==> src/rtl/mb_pattern_generator.sv <==
// Mainband training pattern generator: per-lane LFSR, valid-framing and lane-ID bursts for the serialiser.
// Optional per-lane-ID burst (cw=11) is built only when MB_PATGEN_PERLANE_ID_EN is defined.
module mb_pattern_generator #(
  parameter int          NUM_LANES = 16,
  parameter logic [22:0] SEED_BASE = 23'h1DBFBC
) (
  input  logic                   i_clk,
  input  logic                   i_rst_n,
  input  logic [1:0]             i_mainband_pattern_generator_cw,
  input  logic                   i_val_pattern_en,
  input  logic                   i_burst_count,
  output logic [NUM_LANES*8-1:0] o_lane_data,
  output logic [7:0]             o_valid_lane,
  output logic                   o_mb_active,
  output logic                   o_pattern_finished
);

  localparam logic [1:0] CW_CLEAR = 2'b01;
  localparam logic [1:0] CW_LFSR  = 2'b10;
`ifdef MB_PATGEN_PERLANE_ID_EN
  localparam logic [1:0] CW_LANEID = 2'b11;
`endif

  typedef enum logic [2:0] {
    IDLE,
    DATA,
    VALID,
`ifdef MB_PATGEN_PERLANE_ID_EN
    LANEID,
`endif
    DONE
  } state_t;

  state_t                 state;
  logic [9:0]             beat_cnt;
  logic                   len_4k;
  logic                   fin_pend;
  logic [22:0]            lfsr_q   [NUM_LANES];
  logic [22:0]            lfsr_nxt [NUM_LANES];
  logic [NUM_LANES*8-1:0] lfsr_data;
  logic                   req_clear;
  logic                   req_data;
  logic                   req_lid;
  logic                   req_none;
  logic                   last_beat;

  function automatic logic [22:0] lane_seed(input int lane);
    return SEED_BASE ^ (23'(lane) << 16);
  endfunction

  assign req_clear = (i_mainband_pattern_generator_cw == CW_CLEAR);
  assign req_data  = (i_mainband_pattern_generator_cw == CW_LFSR);
`ifdef MB_PATGEN_PERLANE_ID_EN
  assign req_lid   = (i_mainband_pattern_generator_cw == CW_LANEID);
`else
  assign req_lid   = 1'b0;
`endif
  assign req_none  = !req_data && !req_lid && !i_val_pattern_en;
  assign last_beat = (beat_cnt == (len_4k ? 10'd511 : 10'd127));

  // One beat is eight Fibonacci shifts; bit k of the beat is the k-th shifted-out MSB.
  always_comb begin
    lfsr_data = '0;
    for (int i = 0; i < NUM_LANES; i++) begin
      logic [22:0] s;
      s = lfsr_q[i];
      for (int k = 0; k < 8; k++) begin
        lfsr_data[8*i+k] = s[22];
        s = {s[21:0], s[22] ^ s[20] ^ s[15] ^ s[7] ^ s[4] ^ s[1]};
      end
      lfsr_nxt[i] = s;
    end
  end

`ifdef MB_PATGEN_PERLANE_ID_EN
  logic [NUM_LANES*8-1:0] lid_data;

  // Even beats carry the low byte of {1010, id, 1010}, odd beats the high byte.
  always_comb begin
    lid_data = '0;
    for (int i = 0; i < NUM_LANES; i++) begin
      logic [7:0] id;
      id = 8'(i);
      lid_data[8*i +: 8] = beat_cnt[0] ? {4'b1010, id[7:4]} : {id[3:0], 4'b1010};
    end
  end
`endif

  always_ff @(posedge i_clk or negedge i_rst_n) begin
    if (!i_rst_n) begin
      state              <= IDLE;
      beat_cnt           <= '0;
      len_4k             <= 1'b0;
      fin_pend           <= 1'b0;
      o_lane_data        <= '0;
      o_valid_lane       <= '0;
      o_mb_active        <= 1'b0;
      o_pattern_finished <= 1'b0;
      for (int i = 0; i < NUM_LANES; i++) lfsr_q[i] <= lane_seed(i);
    end else if (req_clear) begin
      state              <= IDLE;
      beat_cnt           <= '0;
      fin_pend           <= 1'b0;
      o_lane_data        <= '0;
      o_valid_lane       <= '0;
      o_mb_active        <= 1'b0;
      o_pattern_finished <= 1'b0;
      for (int i = 0; i < NUM_LANES; i++) lfsr_q[i] <= lane_seed(i);
    end else begin
      o_lane_data        <= '0;
      o_valid_lane       <= '0;
      o_mb_active        <= 1'b0;
      o_pattern_finished <= 1'b0;
      case (state)
        IDLE: begin
          beat_cnt <= '0;
          len_4k   <= i_burst_count;
          if (req_data) state <= DATA;
`ifdef MB_PATGEN_PERLANE_ID_EN
          else if (req_lid) state <= LANEID;
`endif
          else if (i_val_pattern_en) state <= VALID;
        end
        DONE: begin
          // Finish pulse only on the first DONE cycle; stay here until the request drops.
          o_pattern_finished <= fin_pend;
          fin_pend           <= 1'b0;
          if (req_none) state <= IDLE;
        end
        default: begin
          if (req_none) begin
            state <= IDLE;
          end else begin
            o_mb_active <= 1'b1;
            beat_cnt    <= beat_cnt + 10'd1;
            if (last_beat) begin
              state    <= DONE;
              fin_pend <= 1'b1;
            end
            case (state)
              DATA: begin
                o_lane_data  <= lfsr_data;
                o_valid_lane <= 8'hFF;
                for (int i = 0; i < NUM_LANES; i++) lfsr_q[i] <= lfsr_nxt[i];
              end
              VALID: o_valid_lane <= 8'h0F;
`ifdef MB_PATGEN_PERLANE_ID_EN
              LANEID: begin
                o_lane_data  <= lid_data;
                o_valid_lane <= 8'hFF;
              end
`endif
              default: ;
            endcase
          end
        end
      endcase
    end
  end

endmodule

==> config.mk <==
export PLATFORM = sky130hd
export DESIGN_NAME = mb_pattern_generator
export DESIGN_NICKNAME = d
export VERILOG_FILES = /design/src/rtl/mb_pattern_generator.sv
export SDC_FILE = /design/constraint.sdc
export NUM_CORES = 1
export LEC_CHECK = 0
export ABC_AREA = 1
export CAP_MARGIN = 20
export CORE_UTILIZATION = 55
export CTS_CLUSTER_SIZE = 14
export DETAILED_ROUTE_END_ITERATION = 10
export PLACE_DENSITY_LB_ADDON = 0.08
export SETUP_SLACK_MARGIN = 0.5
export SYNTH_ARGS = -nofsm -noshare
export SYNTH_HDL_FRONTEND = slang
export SYNTH_SLANG_ARGS = --single-unit
==> constraint.sdc <==
create_clock -name i_clk -period 1.9 [get_ports i_clk]
set_input_delay 0.285 -clock i_clk [delete_from_list [all_inputs] [get_ports i_clk]]
set_output_delay 0.285 -clock i_clk [all_outputs]
set_load 0.01 [all_outputs]
==> key figures, run 1 <==
Outcome
  • Status: finished, final reports clean

CTS
  • Clock Sinks: 514
  • Total CTS buffers: 56
  • Max Root-Sink Buffers: 3
  • Clk pin slew, worst setup/hold paths: 0.07 ns
  • TritonCTS clock tree: yes
  • Clock latency on the worst-skew pair: 0.61 ns
  • CTS root buf: clkbuf_16
  • H-Tree Level Count: 2

STA
  • RSZ-0062 raised after global routing: true
  • Fmax: 0.541 GHz
  • Slew margin rel.: 64.2%
  • Max Slew Vio Count: 0
  • Post-Route Skew: 0.0106 ns
  • Final period util: 97.4%
  • Tmin final: 1.85 ns
  • Measured slew at the worst slew-check pin: 0.538 ns
  • Setup violators final: 0
  • Hold WS: 0.106 ns
  • Final Hold Violating Endpoints: 0

Global route
  • Grt met1 use: 35.9%
  • Grt ovf: 0
  • Antenna violations before repair: 0
  • GRT met2 Usage: 43.2%
  • Largest net degree at the start of global routing: 100
  • Total GRT Usage: 26.2%
  • Top Usage Layer GRT: met2
  • First-pass GRT wire length: 116 mm
  • GR Util met3: 3.79%
  • Vias in the first global route: 23800

Final layout
  • Multi-input combinational cell area: 0.0149 mm²
  • Post-Layout Cell Count: 4976
  • Filler cell count: 3938
  • Storage cell area: 0.0132 mm²
  • Finished Core Util: 73.4%
  • P&R area growth vs syn: 31.3%
  • Nets: 4260
  • Layout cells sized above 1: 29.2%

Job
  • Max_cap viols: 0

Logic synthesis
  • Yosys reg bits: 514
  • Predominant post-synthesis flop cell: dfrtp_1
  • Yosys Warn Count: 0
  • Leading area contributor after synthesis: dfrtp_1
  • Post-synth EDFFs: 0
  • Post-synthesis async set-or-reset flop share: 100%
  • Cell Area, Synth: 0.0289 mm²
  • Post-synth cell types: 31
  • Syn_nets: 3918
  • Synth Instances: 3908
  • Count leader, synth: nand2_1
  • Top post-synthesis cells by area: dfrtp_1 (24%), dfstp_2 (22%), nand2_1 (18%)
  • Register area share after synthesis: 45.6%
  • Post-synth top area share: 23.7%
  • Syn_area_per_cell: 7.39 µm²
  • Ranking of synthesized cells by instance count: nand2_1 (1385), inv_1 (661), nand3_1 (357)

Die
  • Die Y-Extent: 231 µm
  • # IOs: 144
  • Core area: 0.0516 mm²
  • Die ar.: 0.0534 mm²
  • # rows: 83
  • Initial Util: 55.9%
  • Die W: 231 µm

Worst setup path
  • Worst setup SP type: register
  • Crit-path max FO: 7
  • WS Path Type: reg2reg
  • Crit path buf inv count: 5
  • Critical Path End Type: register
  • Crit-path max cell delay: 0.39 ns
  • Worst path cell trace: inv_2 -> ha_4 -> nand2_4 -> nand2_4 -> nand2_8 -> nor2_4 -> buf_12 -> inv_16 -> buf_12 -> bufbuf_16 -> o22ai_2
  • WP data arrival: 2.39 ns
  • Worst Path Required: 2.44 ns
  • CP max stage cell: dfrtp_1
  • Family with the most delay on the worst path: buffers and inverters

Placement
  • DP Cell Count: 4715
  • Post-DP HPWL: 47.1 mm
  • Routability cong.: 0.860
  • PortBufs: 143

Detailed routing
  • Via count: 25900
  • Drt first pass iters: 5
  • Routed WL per cell: 15.1 µm
  • Via/cell ratio: 5.21
  • DRT iter0 DRCs: 1499
  • DRT antenna net count: 0
  • Number of remaining DRC errors: 0
  • WL final: 75.1 mm

Hold path
  • Worst Hold Class: in2async
==> stage by stage <==
step | setup WS [ns] | setup TNS (ns) | instance area [µm²]
2_1_floorplan | 0.306 | 0 | 29400
3_3_place_gp | -0.387 | -141.37 | 32200
3_5_place_dp | -0.438 | -153.76 | 32200
4_1_cts | 0.0700 | 0 | 35000
5_1_grt | -0.0680 | -0.296 | 37900
6_report | 0.0500 | 0 | 37900
==> area by class of cell <==
class / count / area share (%)
multi-input combinational: 2591 / 39.2
sequential: 514 / 34.8
timing repair buffer: 408 / 12.1
inverter: 678 / 6.83
clock buffer: 86 / 4.37
tap: 680 / 2.24
clock inverter: 17 / 0.419
timing repair inverter: 1 / 0.0231
antenna: 1 / 0.00660
==> per-layer routing <==
metal,wire length (µm),up-vias
li1,-,12900
met2,36300,524
met4,1570,0
met3,3310,126
met1,33900,12400
met5,0,-
==> placed cells by master, fill, tap and decap left out, types with 9 or more instances in the layout <==
master,Yosys,final
clkdlybuf4s50_1,0,115
inv_1,661,549
buf_6,0,22
a21oi_1,25,25
inv_4,0,9
nand3_1,357,281
o22ai_2,0,53
nand3_2,0,70
nor2_4,2,10
inv_2,17,118
buf_16,0,12
xor2_1,118,97
xor2_2,0,21
dfrtp_1,274,262
buf_4,25,168
nand2_1,1385,1096
dfrtp_2,0,12
xnor2_1,114,114
dfstp_2,240,240
dlygate4sd2_1,0,27
clkbuf_16,0,74
nor2_2,2,12
a22oi_2,0,25
nor2_1,219,201
a22oi_1,145,120
clkbuf_8,0,12
nand2_2,6,221
nand2_4,0,73
o22ai_1,176,119
or2_2,16,16
buf_12,0,42
clkbuf_1,16,17
==> flip-flops by register name (all words and copies together) (netlist names) <==
signal,cells
lfsr_nxt,240
lfsr_data,128
o_lane_data,128
beat_cnt,10
o_valid_lane,2
state,2
fin_pend,1
len_4k,1
o_mb_active,1
o_pattern_finished,1
==> worst paths after layout <==
| kind | startpoint | depth (start not counted) | slack [ns] | end |
|---|---|---|---|---|
| max | state[0] | 11 | 0.05 | lfsr_data[124] |
| min | i_rst_n | 2 | 0.11 | o_lane_data[103] |
| max reg2reg | state[0] | 11 | 0.05 | lfsr_data[124] |
| min reg2reg | beat_cnt[0] | 1 | 0.51 | beat_cnt[0] |
| max in group asynchronous | i_rst_n | 4 | 0.94 | lfsr_nxt[36] |
| min in group i_clk | i_burst_count | 3 | 0.26 | len_4k |
==> what timing repair did <==
item	4_1_cts	5_1_grt
hold buffers	1	0
pin swaps	11	218
buffers inserted	18	111
hold endpoints to repair	193	0
setup endpoints to repair	648	649
gates cloned	10	17
resized for setup	147	539
==> cell families after synthesis <==
logic type | count (synthesis) | synth area share [%]
compound gates | 356 | 8.22
xor+xnor | 232 | 7.04
fa+ha+maj | 4 | 0.173
buf+inv | 803 | 11.1
flops | 514 | 45.6
simple gates | 1999 | 27.9
Power of run 1 is left out: the tool's default activity adds up to more than one toggle a clock period on the data nets, which glitch-free logic cannot reach.
==> inputs of run 2 (changes only) <==
Settings changed: CORE_MARGIN from default to 4, CORE_UTILIZATION 55 to 50, RECOVER_POWER from default to 50.
==> key figures, run 2 (synthesized netlist as in run 1, its figures left out) <==
Worst setup path
  • R2R depth: 11 (unchanged)
  • Worst Path Required: 2.44 ns (about the same)
  • Reg2reg end: lfsr_nxt[274]
  • Launching point of the worst reg2reg path: state[0]
  • Worst R2R Setup Slack: 0.11 ns (+0.06 ns)
  • Crit-path max FO: 9 (+2)
  • Critical Path End Type: register
  • WP data arrival: 2.32 ns (-0.07 ns)
  • WS Path Type: reg2reg
  • Worst setup SP type: register

Final layout
  • Most common cell after layout, fill and taps aside: nand2_1
  • Filler cell count: 4867 (+24%)
  • # diodes: 0 (-1)
  • P&R area growth vs syn: 31.0%
  • Final instance area: 0.0378 mm² (-0.17%)
  • Layout cells sized above 1: 28.1% (-1.1 points)
  • Most frequent cells in the layout: nand2_1 (1105), inv_1 (552), nand3_1 (282), dfrtp_1 (260), dfstp_2 (240)
  • Nets: 4295 (+0.82%)
  • Max reg flops: 240 (unchanged)

CTS
  • Clk pin slew, worst setup/hold paths: 0.06 ns (about the same)
  • Clock latency on the worst-skew pair: 0.63 ns (+0.02 ns)
  • Clock Sinks: 514 (unchanged)
  • CTS root buf: clkbuf_16
  • Total CTS buffers: 58 (+3.6%)
  • Max Root-Sink Buffers: 3 (unchanged)
  • H-Tree Level Count: 2 (unchanged)
  • TritonCTS clock tree: yes

Die
  • Die ar.: 0.0617 mm² (+15%)
  • Core area: 0.0568 mm² (+10%)
  • Die W: 248 µm (+7.4%)
  • # rows: 87 (+4.8%)
  • # IOs: 144 (unchanged)
  • Initial Util: 50.8% (-5.1 points)
  • Die Y-Extent: 248 µm (+7.4%)

STA
  • Max Slew Vio Count: 0 (unchanged)
  • Final Hold Violating Endpoints: 0 (unchanged)
  • Fmax: 0.560 GHz (+3.5%)
  • Tmin final: 1.79 ns (-0.0633 ns)
  • Setup TNS: 0 ns (unchanged)
  • Slew margin rel.: 18.3% (-46 points)
  • RSZ-0062 raised after global routing: true
  • Final period util: 94.0% (-3.3 points)
  • Post-Route Skew: 0.0129 ns (+0.00234 ns)
  • Setup violators final: 0 (unchanged)
  • Measured slew at the worst slew-check pin: 1.23 ns (+0.688 ns)

Detailed routing
  • Via/cell ratio: 5.05 (-3.0%)
  • DRT iter0 DRCs: 1373 (-8.4%)
  • Drt first pass iters: 6 (+1)
  • DRT antenna net count: 0 (unchanged)
  • Routed WL per cell: 15.0 µm (-0.84%)
  • WL final: 76.2 mm (+1.5%)
  • Via count: 25700 (-0.74%)
  • Number of remaining DRC errors: 0 (unchanged)

Hold path
  • Worst Hold Class: in2reg
  • Hold EP: len_4k
  • Hold_sp: i_burst_count
  • Hold-critical path depth: 3

Placement
  • Total placed instance area: 0.0323 mm² (+0.36%)
  • Post-DP HPWL: 48.3 mm (+2.6%)
  • Routability cong.: 0.814 (-5.3%)
  • PortBufs: 143 (unchanged)

Global route
  • Antenna violations before repair: 1 (+1)
  • Top Usage Layer GRT: met2
  • Grt ovf: 0 (unchanged)
  • Vias in the first global route: 23700 (-0.37%)
  • GRT met2 Usage: 38.3% (-4.9 points)
  • Total GRT Usage: 23.5% (-2.6 points)
  • GR Util met3: 3.23% (-0.56 points)
  • Largest net degree at the start of global routing: 73 (-27%)
  • Grt met1 use: 33.4% (-2.6 points)
  • First-pass GRT wire length: 119 mm (+3.4%)

Job
  • Max_cap viols: 0 (unchanged)

Outcome
  • Status: finished, final reports clean
run 2: cell types whose count changed in the layout (fill, tap and decap cells not counted), moves of 12 or more:
cell,before,now
clkdlybuf4s50_1,115,6
o22ai_1,119,154
buf_4,168,193
a22oi_1,120,136
dlygate4sd2_1,27,123
nor2_1,201,216
o22ai_2,53,22
clkbuf_1,17,29
a22oi_2,25,9
run 2: how the worst max path moves through the flow:
stage / depth (start not counted) / end / from / slack [ns]
6_report: 11 / lfsr_nxt[274] / state[0] / 0.11
3_3_place_gp: 11 / lfsr_nxt[78] / i_mainband_pattern_generator_cw[1] / -0.29
5_1_grt: 15 / lfsr_nxt[215] / lfsr_nxt[219] / 0.002
2_1_floorplan: 14 / lfsr_nxt[103] / lfsr_data[95] / 0.31
3_5_place_dp: 11 / lfsr_nxt[78] / i_mainband_pattern_generator_cw[1] / -0.33
4_1_cts: 1 / o_lane_data[93] / o_lane_data[93] / 0.12
run 2: final cells by class:
class / count / area, µm² / share of cell area, %
timing repair buffer: 439 / 4510 / 11.9
timing repair inverter: 3 / 40.0 / 0.106
sequential: 514 / 13200 / 34.8
clock inverter: 21 / 282 / 0.744
clock buffer: 89 / 1810 / 4.79
inverter: 678 / 2610 / 6.89
multi-input combinational: 2591 / 14500 / 38.2
tap: 756 / 946 / 2.50
run 2: critical path: stages (launching register included):
cell and delay (ns):
dfrtp_1 0.38, inv_2 0.06, ha_4 0.27, nand2_4 0.05
nand2_4 0.08, nand2_8 0.06, nor2_4 0.10, buf_12 0.18
inv_16 0.08, bufbuf_16 0.29, nor2_1 0.09, a21oi_1 0.05
run 2: routing by layer:
metal / vias up / routed length (µm) / part of all wire [%]
met5: - / 0 / 0
met4: 0 / 1820 / 2.4
met3: 134 / 3500 / 4.6
met2: 505 / 36300 / 48
met1: 12100 / 34600 / 45
li1: 12900 / - / -
run 2: timing repair:
| action | in CTS | in global routing |
|---|---|---|
| resized for setup | 343 | 421 |
| setup buffers | 49 | 109 |
| endpoints found under the hold margin | 202 | 0 |
| pin swaps | 62 | 169 |
| setup endpoints to repair | 649 | 650 |
| cloned | 17 | 6 |
| hold buffers | 1 | 0 |
run 2: per-stage QoR:
stage	std cells	hold slack, ns	utilization, %	worst slack, ns
3_3_place_gp	4799	0.211	56.9	-0.293
4_1_cts	4976	0.143	62.8	0.123
6_report	5091	0.217	66.6	0.113
5_1_grt	5091	0.194	66.6	0.00190
2_1_floorplan	3908	-0.0106	-	0.306
3_5_place_dp	4799	0.208	56.9	-0.330
Power of run 2 is left out for the same reason.
